<file path="src/rtl/mips_pkg.sv">
// Shared definitions for the MIPS core: R-type func codes for the
// multiply/divide unit and the sequencer state encoding.
package mips_pkg;

    // R-type func field values handled by the multiply/divide unit.
    localparam logic [5:0] FUNC_MULT  = 6'b011000;
    localparam logic [5:0] FUNC_MULTU = 6'b011001;
    localparam logic [5:0] FUNC_DIV   = 6'b011010;
    localparam logic [5:0] FUNC_DIVU  = 6'b011011;

    // Upper four func bits common to all four MDU instructions.
    localparam logic [3:0] FUNC_MDU_PREFIX = 4'b0110;

    // Sequencer states.
    typedef enum logic [1:0] {
        IDLE = 2'd0,
        RUN  = 2'd1,
        FIX  = 2'd2
    } mdu_state_t;

    // Operation class selected by func[1].
    typedef enum logic {
        OP_MUL = 1'b0,
        OP_DIV = 1'b1
    } mdu_op_t;

    // True when func names one of mult/multu/div/divu.
    function automatic logic is_mdu_func(input logic [5:0] f);
        return (f[5:2] == FUNC_MDU_PREFIX);
    endfunction

endpackage

</file>
<file path="src/rtl/mdu_iter_core.sv">
// One iteration of the multiply/divide datapath, purely combinational.
// Multiply: MSB-first shift-add, acc' = 2*acc + (b[31-cnt] ? a : 0).
// Divide:   restoring step on a 33-bit partial remainder held in acc[32:0],
//           bringing in dividend bit a[31-cnt] and emitting one quotient bit.
module mdu_iter_core
    import mips_pkg::*;
(
    input  mdu_op_t     i_op,
    input  logic [63:0] i_acc,
    input  logic [31:0] i_mag_a,
    input  logic [31:0] i_mag_b,
    input  logic [4:0]  i_cnt,
    output logic [63:0] o_acc,
    output logic        o_q_bit
);

    logic [4:0]  w_bit_idx;
    logic [32:0] w_shift;
    logic [32:0] w_divisor;
    logic [32:0] w_diff;
    logic        w_ge;

    assign w_bit_idx = 5'd31 - i_cnt;
    assign w_divisor = {1'b0, i_mag_b};
    assign w_shift   = {i_acc[31:0], i_mag_a[w_bit_idx]};
    assign w_diff    = w_shift - w_divisor;
    assign w_ge      = (w_shift >= w_divisor);

    // Select the multiply or divide step result.
    always_comb begin
        o_acc   = i_acc;
        o_q_bit = 1'b0;
        if (i_op == OP_MUL) begin
            o_acc = {i_acc[62:0], 1'b0} + (i_mag_b[w_bit_idx] ? {32'd0, i_mag_a} : 64'd0);
        end else begin
            o_acc   = {31'd0, (w_ge ? w_diff : w_shift)};
            o_q_bit = w_ge;
        end
    end

endmodule

</file>
<file path="src/rtl/mdu_sequencer.sv">
// Multi-cycle multiply/divide sequencer beside the EX-stage ALU.
// Accepts mult/multu/div/divu, iterates 32 cycles on operand magnitudes,
// applies signs in a final FIX cycle and writes HI/LO.
// Handshake: an op is taken on a rising edge where the unit is IDLE and
// start=1 with an MDU func; while busy, start or rd_hilo raises stall and
// the pipeline holds the instruction until it can be accepted or read.
module mdu_sequencer
    import mips_pkg::*;
(
    input  logic        clk,
    input  logic        rst_n,
    input  logic        start,
    input  logic [5:0]  func,
    input  logic [31:0] a,
    input  logic [31:0] b,
    input  logic        rd_hilo,
    output logic        busy,
    output logic        stall,
    output logic        done,
    output logic [31:0] hi,
    output logic [31:0] lo,
    output mdu_state_t  dbg_state
);

    mdu_state_t  r_state;
    mdu_state_t  w_state_nxt;
    logic [4:0]  r_cnt;
    mdu_op_t     r_op;
    logic        r_neg_res;   // result (product / quotient) must be negated
    logic        r_a_neg;     // remainder takes sign of dividend
    logic        r_b_zero;
    logic [31:0] r_ma;
    logic [31:0] r_mb;
    logic [63:0] r_acc;
    logic [31:0] r_quo;
    logic [31:0] r_hi;
    logic [31:0] r_lo;
    logic        r_done;

    logic        w_accept;
    logic        w_a_neg;
    logic        w_b_neg;
    logic [31:0] w_mag_a;
    logic [31:0] w_mag_b;
    logic [63:0] w_acc_nxt;
    logic        w_q_bit;
    logic [63:0] w_prod_fix;
    logic [31:0] w_quo_fix;
    logic [31:0] w_rem_fix;
    logic [31:0] w_hi_res;
    logic [31:0] w_lo_res;

    assign w_accept = (r_state == IDLE) && start && is_mdu_func(func);
    assign w_a_neg  = ~func[0] & a[31];
    assign w_b_neg  = ~func[0] & b[31];
    // Two's-complement negate; 0x80000000 maps to itself, which is the
    // correct unsigned magnitude.
    assign w_mag_a  = w_a_neg ? (32'd0 - a) : a;
    assign w_mag_b  = w_b_neg ? (32'd0 - b) : b;

    mdu_iter_core u_core (
        .i_op    (r_op),
        .i_acc   (r_acc),
        .i_mag_a (r_ma),
        .i_mag_b (r_mb),
        .i_cnt   (r_cnt),
        .o_acc   (w_acc_nxt),
        .o_q_bit (w_q_bit)
    );

    // Next-state logic for the IDLE -> RUN -> FIX -> IDLE sequence.
    always_comb begin
        w_state_nxt = r_state;
        case (r_state)
            IDLE:    if (w_accept) w_state_nxt = RUN;
            RUN:     if (r_cnt == 5'd31) w_state_nxt = FIX;
            FIX:     w_state_nxt = IDLE;
            default: w_state_nxt = IDLE;
        endcase
    end

    // Sign fix-up and final HI/LO values, used only in FIX.
    always_comb begin
        w_prod_fix = r_neg_res ? (64'd0 - r_acc) : r_acc;
        w_quo_fix  = r_neg_res ? (32'd0 - r_quo) : r_quo;
        w_rem_fix  = r_a_neg ? (32'd0 - r_acc[31:0]) : r_acc[31:0];
        w_hi_res   = w_prod_fix[63:32];
        w_lo_res   = w_prod_fix[31:0];
        if (r_op == OP_DIV) begin
            // Divide by zero leaves R = |a|, so the remainder fix-up already
            // restores the raw dividend; only the quotient is overridden.
            w_hi_res = w_rem_fix;
            w_lo_res = r_b_zero ? 32'hFFFF_FFFF : w_quo_fix;
        end
    end

    // State register, operand latches, iteration datapath and HI/LO.
    always_ff @(posedge clk) begin
        if (!rst_n) begin
            r_state   <= IDLE;
            r_cnt     <= 5'd0;
            r_op      <= OP_MUL;
            r_neg_res <= 1'b0;
            r_a_neg   <= 1'b0;
            r_b_zero  <= 1'b0;
            r_ma      <= 32'd0;
            r_mb      <= 32'd0;
            r_acc     <= 64'd0;
            r_quo     <= 32'd0;
            r_hi      <= 32'd0;
            r_lo      <= 32'd0;
            r_done    <= 1'b0;
        end else begin
            r_state <= w_state_nxt;
            r_done  <= 1'b0;
            if (w_accept) begin
                r_op      <= func[1] ? OP_DIV : OP_MUL;
                r_neg_res <= w_a_neg ^ w_b_neg;
                r_a_neg   <= w_a_neg;
                r_b_zero  <= (b == 32'd0);
                r_ma      <= w_mag_a;
                r_mb      <= w_mag_b;
                r_acc     <= 64'd0;
                r_quo     <= 32'd0;
                r_cnt     <= 5'd0;
            end else if (r_state == RUN) begin
                r_acc <= w_acc_nxt;
                r_quo <= {r_quo[30:0], w_q_bit};
                r_cnt <= r_cnt + 5'd1;
            end else if (r_state == FIX) begin
                r_hi   <= w_hi_res;
                r_lo   <= w_lo_res;
                r_done <= 1'b1;
            end
        end
    end

    assign busy      = (r_state != IDLE);
    assign stall     = busy & (start | rd_hilo);
    assign done      = r_done;
    assign hi        = r_hi;
    assign lo        = r_lo;
    assign dbg_state = r_state;

endmodule
</file>
<file path="config.mk">
export PLATFORM = sky130hd
export DESIGN_NAME = mdu_sequencer
export DESIGN_NICKNAME = d
export VERILOG_FILES = /design/src/rtl/mips_pkg.sv /design/src/rtl/mdu_iter_core.sv /design/src/rtl/mdu_sequencer.sv
export SDC_FILE = /design/constraint.sdc
export NUM_CORES = 1
export LEC_CHECK = 0
export BUFFER_PORTS_ARGS = -buffer_cell sky130_fd_sc_hd__buf_2
export CORE_MARGIN = 1.5
export CORE_UTILIZATION = 45
export CTS_CLUSTER_DIAMETER = 100
export DETAILED_ROUTE_END_ITERATION = 7
export GPL_TIMING_DRIVEN = 0
export PLACE_DENSITY = 0.74
export SLEW_MARGIN = 30
export SYNTH_ARGS = -nofsm -noshare
export SYNTH_HDL_FRONTEND = slang
export SYNTH_SLANG_ARGS = --single-unit
</file>
<file path="constraint.sdc">
create_clock -name clk -period 11.3 [get_ports clk]
set_clock_uncertainty 0.15 [all_clocks]
set_input_delay 1.13 -clock clk [delete_from_list [all_inputs] [get_ports clk]]
set_output_delay 1.13 -clock clk [all_outputs]
set_load 0.1 [all_outputs]
</file>
== Word level (Yosys, flattened, before mapping) ==
Cells that the tools add are included.

* Register bits: 236
* Input port bits: 74
* Output and inout bits: 69
* Logic and storage cells: 69

* Add/sub/neg operators: 9
* $lt $le $gt $ge: 2
* Eq/ne operators: 6
* Multiplexer cells: 21
* Bitwise logic cells: 9
* Reductions and logical operators: 9

{| class="wikitable"
|+ Operators with widths
! cell !! number
|-
| $mux 32 || 8
|-
| $mux 64 || 2
|-
| $sub 1x32->32 const A || 4
|-
| $add 64x64->64 || 1
|-
| $sub 1x64->64 const A || 1
|-
| $ge 33x32->1 || 1
|-
| $mux 33 || 1
|-
| $sub 33x32->33 || 1
|-
| $logic_not 32->1 || 1
|-
| $bmux 1 s5 || 2
|-
| $lt 5x6->1 const B || 1
|-
| $add 5x1->5 const B || 1
|-
| $eq 5x5->1 const B || 1
|-
| $mux 1 || 5
|-
| $sub 5x5->5 const A || 1
|-
| $eq 4x3->1 const B || 1
|-
| $mux 2 || 2
|-
| $ne 2x2->1 const B || 2
|-
| $not 1->1 || 4
|-
| $pmux 2 s2 || 1
|-
| $and 1x1->1 || 3
|-
| $reduce_and 3->1 || 1
|-
| $reduce_or 3->1 || 1
|-
| $eq 2x1->1 const B || 1
|-
| other kinds (8) || 9
|}

== Depth between registers and ports, before layout ==
Gate-level depths: netlist (run 1).

* Depth in word-level cells: 6
* Gate-level depth with buffers: 20
* Mapped depth without buffers: 16

== By module ==
Synthesis (run 1) repeated with hierarchy kept, for this count alone.

* Cell total of the unflattened synthesis: 2482
* Area total of the unflattened synthesis: 18402.6 µm²

{| class="wikitable"
|+ Modules (own cells, without submodules)
! module !! instances !! cells each !! area an instance (µm²) !! sequential area each (µm²)
|-
| mdu_sequencer || 1 || 1642 || 12627.1 || 4724.5
|-
| mdu_iter_core || 1 || 840 || 5775.5 || 0.0
|}

== Worst setup path before layout (run 1) ==
OpenSTA, ideal clock, no wires.

* Kind: reg2reg
* From: register r_cnt[0]
* To: register r_acc[60]
* Library setup time: 0.129 ns
* Arrival time: 5.154 ns
* Required time: 11.021 ns
* Slack: 5.867 ns
* Cell stages (with the launch flop): 20
* Path buffers: 5
* Clock period less this slack: 5.433 ns
* Cells stage by stage: dfxtp_1 clkbuf_1 clkbuf_1 mux4_2 mux4_2 mux2i_1 clkbuf_1 nor2b_1 ha_1 clkbuf_1 nand4_1 nor4b_1 nand4b_1 a31oi_1 o21ai_0 o211a_1 clkbuf_1 a2111oi_0 xnor2_1 o21ai_0

* Cells in the longest elaborated chain, start to end: 6

{| class="wikitable"
|+ Ends and longest elaborated chain
! element !! line !! text
|-
| start, declared || mdu_sequencer.sv:27 || <nowiki>logic [4:0] r_cnt;</nowiki>
|-
| start signal, assigned || mdu_sequencer.sv:129 || <nowiki>r_cnt <= r_cnt + 5'd1;</nowiki>
|-
| $sub 5x5->5 || mdu_iter_core.sv:23 || <nowiki>assign w_bit_idx = 5'd31 - i_cnt;</nowiki>
|-
| $bmux 1 s5 || mdu_iter_core.sv:34 || <nowiki>o_acc = {i_acc[62:0], 1'b0} + (i_mag_b[w_bit_idx] ? {32'd0, i_mag_a} : 64'd0);</nowiki>
|-
| $mux 1 (implied by the code) || mdu_iter_core.sv:34 ||
|-
| $mux 32 || mdu_iter_core.sv:34 ||
|-
| $add 64x64->64 || mdu_iter_core.sv:34 ||
|-
| $mux 64 || mdu_iter_core.sv:33 || <nowiki>if (i_op == OP_MUL) begin</nowiki>
|-
| end signal, assigned || mdu_sequencer.sv:127 || <nowiki>r_acc <= w_acc_nxt;</nowiki>
|-
| end, declared || mdu_sequencer.sv:34 || <nowiki>logic [63:0] r_acc;</nowiki>
|}

Every way passes these cells. The select of a mux whose other input is x is not followed.
A chain may end at the register's enable or synchronous reset.

== Final worst setup path (run 1) ==
* From: register r_cnt[0]
* To: register r_acc[57]

Same word-level chain as after synthesis.

==> results.py, run 1 <==
metrics = {
    "status": {
        "outcome": "complete, no violations",
    },
    "worst_hold_path": {
        "hold_class": "reg2reg",
        "hp-start": "hi[19]",
    },
    "sta": {
        "worst_pin_slew_ns": 1.12,
        "fin_setup_tns_ns": 0,
        "fin_crit_sh": 0.642,
        "slew_headroom": 0.254,
        "slew_viol_final": 0,
        "fmax_mhz": 138,
        "fin_crit_ns": 7.26,
        "setup_viol": 0,
        "finalHoldViolCount": 0,
        "rsz0062_at_grt": "false",
    },
    "worst_setup_path": {
        "critPathSlowestCell": "a2bb2oi_1",
        "cp_max_fo": 10,
        "endpoint_kind": "register",
        "worstSetupPathType": "reg2reg",
        "max_stage_delay_ns": 0.74,
        "timing.rr.start": "r_cnt[0]",
        "cp-start-kind": "register",
        "cp_common_cell": "clkbuf_1",
        "cp_cell_sequence": "clkbuf_1 > clkbuf_1 > mux4_2 > mux4_2 > mux2i_1 > clkbuf_1 > nor2b_1 > ha_1 > inv_1 > fa_1 > nor2b_1 > o2111ai_1 > a211oi_1 > o31ai_1 > o211ai_1 > a2bb2oi_1 > clkbuf_1 > nor3_1 > xnor2_1 > o21ai_0",
        "cp.required_ns": 11.58,
        "crit_path_start": "r_cnt[0]",
        "arrival_ns": 7.54,
    },
    "finish": {
        "final_cell_area_mm2": 0.0203,
        "final_nets": 2656,
        "insertedDiodeCount": 0,
        "multi_input_area_mm2": 0.0123,
        "final_cells": 3050,
        "drive_gt1_frac": 0.0976,
        "area_delta_synth_final_pct": 13.1,
        "seq_area_mm2": 0.00472,
        "fillers": 3829,
    },
    "detailed_routing": {
        "vias_per_cell": 6.17,
        "drtIter0Drc": 1840,
        "drc": 0,
        "wl_um": 68600,
        "vias": 18827,
        "wl_per_cell_um": 22.5,
        "firstDrtPassIters": 6,
        "ant_nets": 0,
    },
    "place": {
        "port_buffers": 142,
        "place_area_mm2": 0.0193,
        "hpwl_um": 53200,
        "gp_congestion": 1.06,
        "dp.cells": 2999,
    },
    "floorplan": {
        "row_count": 72,
        "die_x_um": 202,
        "core_mm2": 0.0389,
        "start_util": 0.460,
        "dieArea_mm2": 0.0410,
        "ios": 143,
        "die_h_um": 202,
    },
    "clocking": {
        "cts_buffers": 28,
        "cts_tree": "yes",
        "cts_setup_buffers": 0,
        "clock_path_buffers": 3,
        "cts.repair.resized": 0,
        "clock_insertion_delay_worst_skew_ns": 0.60,
        "htreeDepth": 1,
        "hold_buffers": 0,
        "cts.clk_slew.worst_paths_ns": 0.06,
        "cts-root-buf": "clkbuf_16",
        "cts.sinks": 236,
    },
    "grt": {
        "antenna_found_initial": 1,
        "overflow": 0,
        "grt_start_max_net_pins": 15,
        "track_usage": 0.326,
        "grt_pass1_vias": 17862,
        "grt_pass1_wl_um": 104000,
    },
    "yosys": {
        "ys_seq_area_frac": 0.264,
        "async_flop_share": 0,
        "synth_warnings": 0,
        "synth-seq-cells": 236,
        "synth_edf_count": 0,
        "syn_avg_cell_area_um2": 7.65,
        "synthMostInstantiatedCell": "nand2_1",
        "syn_area_mm2": 0.0179,
        "synthCells": 2339,
        "synth-simple-area-share": 0.212,
        "syn-num-nets": 2484,
        "synth_common_cells": "nand2_1, dfxtp_1, o21ai_0, a21oi_1, xnor2_1",
        "ys_types": 75,
        "synth_area_leaders": "dfxtp_1, nand2_1, xnor2_1",
        "ys_dominant_reg_cell": "dfxtp_1",
        "synth_compound_area_frac": 0.263,
        "synthAdderAreaFrac": 0.0505,
        "synth_top_area_frac": 0.264,
        "synth-xor-area-share": 0.120,
        "synth_top_family_by_area": "compound AO/OA/AOI/OAI gates",
        "muxShareOfSynthArea": 0.0386,
        "yosys.area.top_type": "dfxtp_1",
    },
    "pwr": {
        "leakagePower_nw": 8.30,
        "powerDensity_mw_per_mm2": 108,
        "vdd_ir_drop_max_v": 0.000113,
    },
    "run": {
        "cap_viol_max_count": 0,
    },
}
[sequential cells by signal (all words and copies together) (netlist names)]
name,flops
r_ma,32
hi,32
r_quo,32
r_neg_res,1
lo,32
r_cnt,5
dbg_state,2
r_a_neg,1
r_b_zero,1
r_acc,64
done,1
r_op,1
r_mb,32
[per-layer routing]
metal  track usage  vias to the layer above  part of all wire
met2         0.535                      968              0.45
met1         0.425                     8899              0.41
met3        0.0435                      199             0.082
met5             0                        -                 0
li1              -                     8761                 -
met4         0.153                        0             0.053
[kinds of logic after synthesis]
| group | Yosys count |
|---|---|
| XOR/XNOR | 246 |
| flip-flops | 236 |
| buffers and inverters | 240 |
| AND/OR/NAND/NOR | 807 |
| adder cells (fa/ha/maj) | 71 |
| multiplexers | 43 |
| AO/OA/AOI/OAI | 696 |
[final timing paths]
kind | end | slack, ns | depth (start not counted)
worst max register to register | r_acc[57] | 4.04 | 20
worst min-delay path | hi[19] | 0.30 | 2
worst min register to register | hi[19] | 0.30 | 2
worst max-delay path | r_acc[57] | 4.04 | 20
[metrics by stage]
| stage | util | setup slack (ns) | total power, mW | hold WS, ns |
|---|---|---|---|---|
| after floorplan | - | 5.87 | 1.10 | 0.296 |
| after global placement | 0.495 | 4.24 | 1.22 | 0.277 |
| after detailed placement | 0.495 | 4.16 | 1.23 | 0.281 |
| after CTS | 0.520 | 4.13 | 2.19 | 0.296 |
| after global routing | 0.520 | 3.64 | 2.26 | 0.320 |
| final | 0.520 | 4.04 | 2.19 | 0.298 |
[worst max-delay path: cells and delay by family, from the launching register on]
family	cells	cell delay (ns)
buffers and inverters	5	2.28
AOI/OAI and AO/OA	6	2.08
muxes	3	1.24
adders and majority gates	2	0.46
and+or+nand+nor	3	0.40
DFF	1	0.33
xor gates and xnor gates	1	0.17
[area by class of cell]
class,instances,area share
Multi-Input combinational cell,1863,0.605
Sequential cell,236,0.233
Clock buffer,35,0.0384
Timing Repair Buffer,142,0.0351
Buffer,175,0.0336
Tap cell,518,0.0320
Inverter,65,0.0120
Clock inverter,16,0.0107
[layout by cell type (no fill, tap or decap), types with 37 or more instances in the layout]
master / count
or3_1: 45
clkbuf_1: 152
xnor2_1: 151
o31ai_1: 37
buf_2: 143
a21oi_1: 159
o211a_1: 62
dfxtp_1: 236
nor2b_1: 50
nand3_1: 50
nor2_1: 100
inv_1: 63
o21ai_0: 166
xor2_1: 95
a21boi_0: 39
ha_1: 69
nor3_1: 39
nand2_1: 385
[power breakdown]
part | switching [mW] | total, mW | internal (mW)
logic | 0.239 | 0.371 | 0.132
clock network | 0.395 | 0.976 | 0.581
registers | 0.00983 | 0.848 | 0.839
total | 0.644 | 2.19 | 1.55
Note: power is estimated with default switching activity, not from simulation.
==> inputs of run 2 (changes only) <==
Settings changed: PLACE_DENSITY 0.74 to 0.76.
Clock period 11.3 ns to 6.23 ns, I/O delays scaled along.
==> run 2 against run 1 <==
Cell count barely moved. Via count is 0.32% higher. Utilization grew 0.077 points. Sequential power is 82% higher. Count of clock-buffer cells in the layout fell by 5. Total power up 80%. Largest cell class unchanged.
==> results.py, run 2 (synthesis gave the netlist of run 1 again) <==
metrics = {
    "clocking": {
        "clock_insertion_delay_worst_skew_ns": 0.59,
        "cts_tree": "yes",
        "cts.sinks": 236,
        "cts-root-buf": "clkbuf_16",
        "clock_path_buffers": 3,
        "cts_buffers": 27,
        "htreeDepth": 1,
        "cts_setup_buffers": 0,
        "cts.clk_slew.worst_paths_ns": 0.06,
    },
    "sta": {
        "setup_ws_ns": 0.144,
        "fin_crit_ns": 6.09,
        "slew_viol_final": 0,
        "rsz0062_at_grt": "false",
        "finalHoldViolCount": 0,
        "setup_viol": 0,
        "fin_setup_tns_ns": 0,
        "fmax_mhz": 164,
        "worst_hold_slack_ns": 0.222,
        "fin_crit_sh": 0.977,
        "worst_pin_slew_ns": 0.885,
        "slew_headroom": 0.410,
    },
    "detailed_routing": {
        "wl_um": 66800,
        "vias_per_cell": 6.20,
        "drtIter0Drc": 2061,
        "firstDrtPassIters": 6,
        "wl_per_cell_um": 21.9,
        "drc": 0,
        "ant_nets": 0,
        "vias": 18888,
    },
    "grt": {
        "grt_start_max_net_pins": 15,
        "grt-busiest-layer": "met2",
        "antenna_found_initial": 0,
        "grt_use_met1": 0.414,
        "track_usage": 0.315,
        "use_met3": 0.0554,
        "grt_pass1_vias": 17653,
        "met2_usage": 0.504,
        "overflow": 0,
        "grt_pass1_wl_um": 101000,
    },
    "place": {
        "place_ws_ns": -0.897,
        "dp.cells": 2999,
        "place_area_mm2": 0.0193,
        "gp_congestion": 1.05,
        "port_buffers": 142,
        "hpwl_um": 51700,
    },
    "floorplan": {
        "die_x_um": 202,
        "ios": 143,
        "start_util": 0.460,
        "dieArea_mm2": 0.0410,
        "core_mm2": 0.0389,
        "row_count": 72,
        "die_h_um": 202,
    },
    "worst_setup_path": {
        "arrival_ns": 6.37,
        "cp_max_fo": 10,
        "r2r_end": "r_acc[58]",
        "timing.rr.start": "r_cnt[1]",
        "rrSetupSlack_ns": 0.14,
        "cp.required_ns": 6.51,
        "worstSetupPathType": "reg2reg",
        "cp-start-kind": "register",
        "rr_worst_depth": 19,
        "endpoint_kind": "register",
    },
    "finish": {
        "final_cells": 3047,
        "insertedDiodeCount": 0,
        "area_delta_synth_final_pct": 13.3,
        "largest_register_ffs": 64,
        "final_cell_area_mm2": 0.0203,
        "drive_gt1_frac": 0.104,
        "final_cell_mix": "nand2_1, dfxtp_1, o21ai_0",
        "fillers": 3787,
        "final_common_cell": "nand2_1",
        "largest_register": "r_acc",
        "final_nets": 2655,
        "fin_util": 0.521,
    },
    "worst_hold_path": {
        "min_to": "r_ma[0]",
        "hold_class": "in2reg",
        "hp-start": "a[0]",
        "hold_depth": 3,
    },
    "pwr": {
        "power_mw": 3.95,
        "p_int_mw": 2.79,
        "vdd_ir_drop_max_v": 0.000200,
        "powerDensity_mw_per_mm2": 195,
        "p_sw_mw": 1.16,
        "leakagePower_nw": 8.33,
        "combPwrFrac": 0.169,
        "pwr-share-seq": 0.390,
        "clock_power_share": 0.442,
        "p_sw_frac": 0.294,
    },
    "run": {
        "cap_viol_max_count": 0,
    },
    "status": {
        "outcome": "complete, no violations",
    },
}
-- run 2: cell count changes in the layout (fill, tap and decap cells not counted), moves of 2 or more --
cell and change:
clkbuf_1 -11, clkbuf_2 +7, clkinv_2 +3, buf_2 +2, a2111oi_0 -5, clkbuf_8 -3, a2111oi_2 +4
-- run 2: timing repair --
item,CTS,global route
resized for setup,8,22
gates cloned,0,0
setup endpoints to repair,45,32
hold buffers,0,0
-- run 2: power by group through the flow --
stage          clock (mW)  sequential (mW)  combinational [mW]
2_1_floorplan           0             1.56               0.434
3_3_place_gp            0             1.57               0.636
3_5_place_dp            0             1.57               0.645
4_1_cts              1.76             1.54               0.648
5_1_grt              1.82             1.54               0.709
6_report             1.75             1.54               0.666
-- run 2: critical path, stage by stage (launching register included) --
cell and delay (ns):
dfxtp_1 0.34, clkbuf_2 0.31, buf_2 0.34, mux4_2 0.36, mux4_2 0.49, mux2i_2 0.37, clkbuf_2 0.30, nor2b_1 0.09
ha_1 0.27, clkbuf_1 0.26, nand4_1 0.25, nor4b_1 0.37, nand4b_1 0.26, a31oi_1 0.30, o21ai_0 0.13, o211a_1 0.28
clkbuf_2 0.31, a2111oi_1 0.52, xnor2_1 0.17, o21ai_0 0.08
-- run 2: worst max-delay path by stage --
stage | from | end | slack (ns) | depth (start not counted)
2_1_floorplan | r_cnt[0] | r_acc[60] | 0.80 | 19
3_3_place_gp | r_cnt[0] | r_acc[57] | -0.86 | 20
3_5_place_dp | r_cnt[0] | r_acc[57] | -0.90 | 20
4_1_cts | r_cnt[0] | r_acc[58] | 0.06 | 19
5_1_grt | r_cnt[0] | r_acc[58] | 0.009 | 19
6_report | r_cnt[1] | r_acc[58] | 0.14 | 19
-- run 2: metal layers --
layer,wire length [um],vias to the layer above
met3,6850,201
met2,29500,1076
met4,3390,0
met1,27100,8866
met5,0,-
li1,-,8745
-- run 2: layout make-up --
cell class	count	area, um^2	area share
well taps	518	648	0.0319
clock buffers	30	707	0.0348
flip-flops and latches	236	4720	0.233
inverters	65	244	0.0120
repair buffers	142	711	0.0350
multi-input cells	1863	12300	0.607
clock inverters	18	249	0.0123
plain buffers	175	696	0.0343
==> inputs of run 3 (changes only) <==
Settings changed: PLACE_DENSITY 0.76 to 0.68.
==> run 3 against run 2 <==
Die area stayed put. Count of clock-buffer cells in the layout is 8 higher. Highest routed layer unchanged. Global-route usage is 1.3 points higher. Largest cell class unchanged. Largest power group unchanged. Design area hardly changed. Cell count hardly changed. Total power is 0.56% lower. Clock power hardly changed.
==> results.py, run 3 (synthesis gave the netlist of run 1 again) <==
metrics = {
    "status": {
        "outcome": "complete, no violations",
    },
    "worst_hold_path": {
        "hold_class": "in2reg",
    },
    "sta": {
        "slew_headroom": 0.295,
        "slew_viol_final": 0,
        "fmax_mhz": 166,
        "fin_crit_ns": 6.02,
        "finalHoldViolCount": 0,
        "setup_viol": 0,
        "fin_crit_sh": 0.967,
        "worst_pin_slew_ns": 1.05,
    },
    "finish": {
        "final_cell_mix": "nand2_1, dfxtp_1, o21ai_0",
        "final_nets": 2656,
        "area_delta_synth_final_pct": 13.3,
        "final_cell_area_mm2": 0.0203,
        "final_common_cell": "nand2_1",
        "largest_register_ffs": 64,
        "insertedDiodeCount": 0,
        "largest_register": "r_acc",
        "fin_util": 0.521,
        "drive_gt1_frac": 0.103,
    },
    "pwr": {
        "p_sw_frac": 0.293,
        "combPwrFrac": 0.170,
        "p_sw_mw": 1.15,
        "clock_power_share": 0.438,
        "vdd_ir_drop_max_v": 0.000162,
        "powerDensity_mw_per_mm2": 194,
        "p_int_mw": 2.78,
        "pwr-share-seq": 0.392,
        "leakagePower_nw": 8.32,
    },
    "clocking": {
        "htreeDepth": 1,
        "cts.sinks": 236,
        "clock_path_buffers": 3,
        "clock_insertion_delay_worst_skew_ns": 0.58,
        "cts-root-buf": "clkbuf_16",
        "cts_buffers": 28,
        "cts_tree": "yes",
        "cts.clk_slew.worst_paths_ns": 0.06,
    },
    "floorplan": {
        "ios": 143,
        "start_util": 0.460,
        "core_mm2": 0.0389,
        "die_h_um": 202,
        "row_count": 72,
        "dieArea_mm2": 0.0410,
        "die_x_um": 202,
    },
    "grt": {
        "grt_start_max_net_pins": 14,
        "track_usage": 0.328,
        "overflow": 0,
        "grt_pass1_vias": 17642,
        "antenna_found_initial": 0,
        "grt_pass1_wl_um": 104000,
    },
    "worst_setup_path": {
        "cp-start-kind": "register",
        "endpoint_kind": "register",
        "worstSetupPathType": "reg2reg",
        "cp.required_ns": 6.51,
        "arrival_ns": 6.31,
        "cp_max_fo": 10,
    },
    "detailed_routing": {
        "vias": 18726,
        "wl_um": 68600,
        "drtIter0Drc": 1771,
        "firstDrtPassIters": 6,
        "vias_per_cell": 6.14,
        "drc": 0,
        "wl_per_cell_um": 22.5,
        "ant_nets": 0,
    },
    "place": {
        "hpwl_um": 53900,
        "place_area_mm2": 0.0193,
        "gp_congestion": 1.03,
        "port_buffers": 142,
    },
    "run": {
        "cap_viol_max_count": 0,
    },
}
[run 3: layer usage]
layer  wire length, um  global-route usage
met5                 0                   0
met4              4040               0.170
met3              5540              0.0457
met2             30900               0.536
met1             28200               0.422
[run 3: worst paths after layout]
check	from	end	slack [ns]	cells past startpoint
hold / removal	a[0]	r_ma[0]	0.19	3
setup / recovery	r_cnt[1]	r_acc[57]	0.21	18
setup reg to reg	r_cnt[1]	r_acc[57]	0.21	18
hold reg to reg	hi[20]	hi[20]	0.29	2
[run 3: repair_timing]
item                                    CTS  global route
hold buffers                              0             0
endpoints found under the setup margin   50            30
setup buffers                             0             0
resized for setup                         7            22
[run 3: layout make-up]
type                    count  area [um^2]
clock inverters            13          138
fillers                  3887        18600
repair buffers            142          711
flip-flops and latches    236         4720
multi-input cells        1863        12300
inverters                  65          244
clock buffers              38          830
well taps                 518          648
plain buffers             175          698
[run 3: stage by stage]
step           hold slack [ns]   TNS [ns]  power (mW)  cells  worst slack [ns]
6_report                 0.195          0        3.93   3050             0.206
5_1_grt                  0.245  -0.000155        4.04   3050         -0.000155
4_1_cts                  0.189          0        3.92   3050            0.0145
3_5_place_dp             0.284     -19.98        2.22   2999            -0.927
3_3_place_gp             0.276     -19.42        2.22   2999            -0.874
2_1_floorplan            0.296          0        2.00   2339             0.797
[run 3: critical path, cell delays in order, from the launching register on]
cell and delay [ns]:
dfxtp_1 0.35, clkbuf_2 0.32, clkbuf_4 0.32, mux4_2 0.34, mux4_2 0.49, mux2i_2 0.31
clkbuf_1 0.36, nor2b_1 0.19, ha_1 0.36, nor2b_1 0.18, o2111ai_1 0.44, a211oi_2 0.21
o31ai_1 0.28, o211ai_1 0.30, a2bb2oi_2 0.47, clkbuf_2 0.38, nor3_1 0.12, xnor2_1 0.19
o21ai_0 0.09
[run 3: power groups by stage]
stage               clock network (mW)  logic [mW]  registers (mW)
floorplan                            0       0.434            1.56
global placement                     0       0.647            1.57
detailed placement                   0       0.650            1.57
CTS                               1.73       0.652            1.54
global route                      1.79       0.713            1.54
finish                            1.72       0.668            1.54
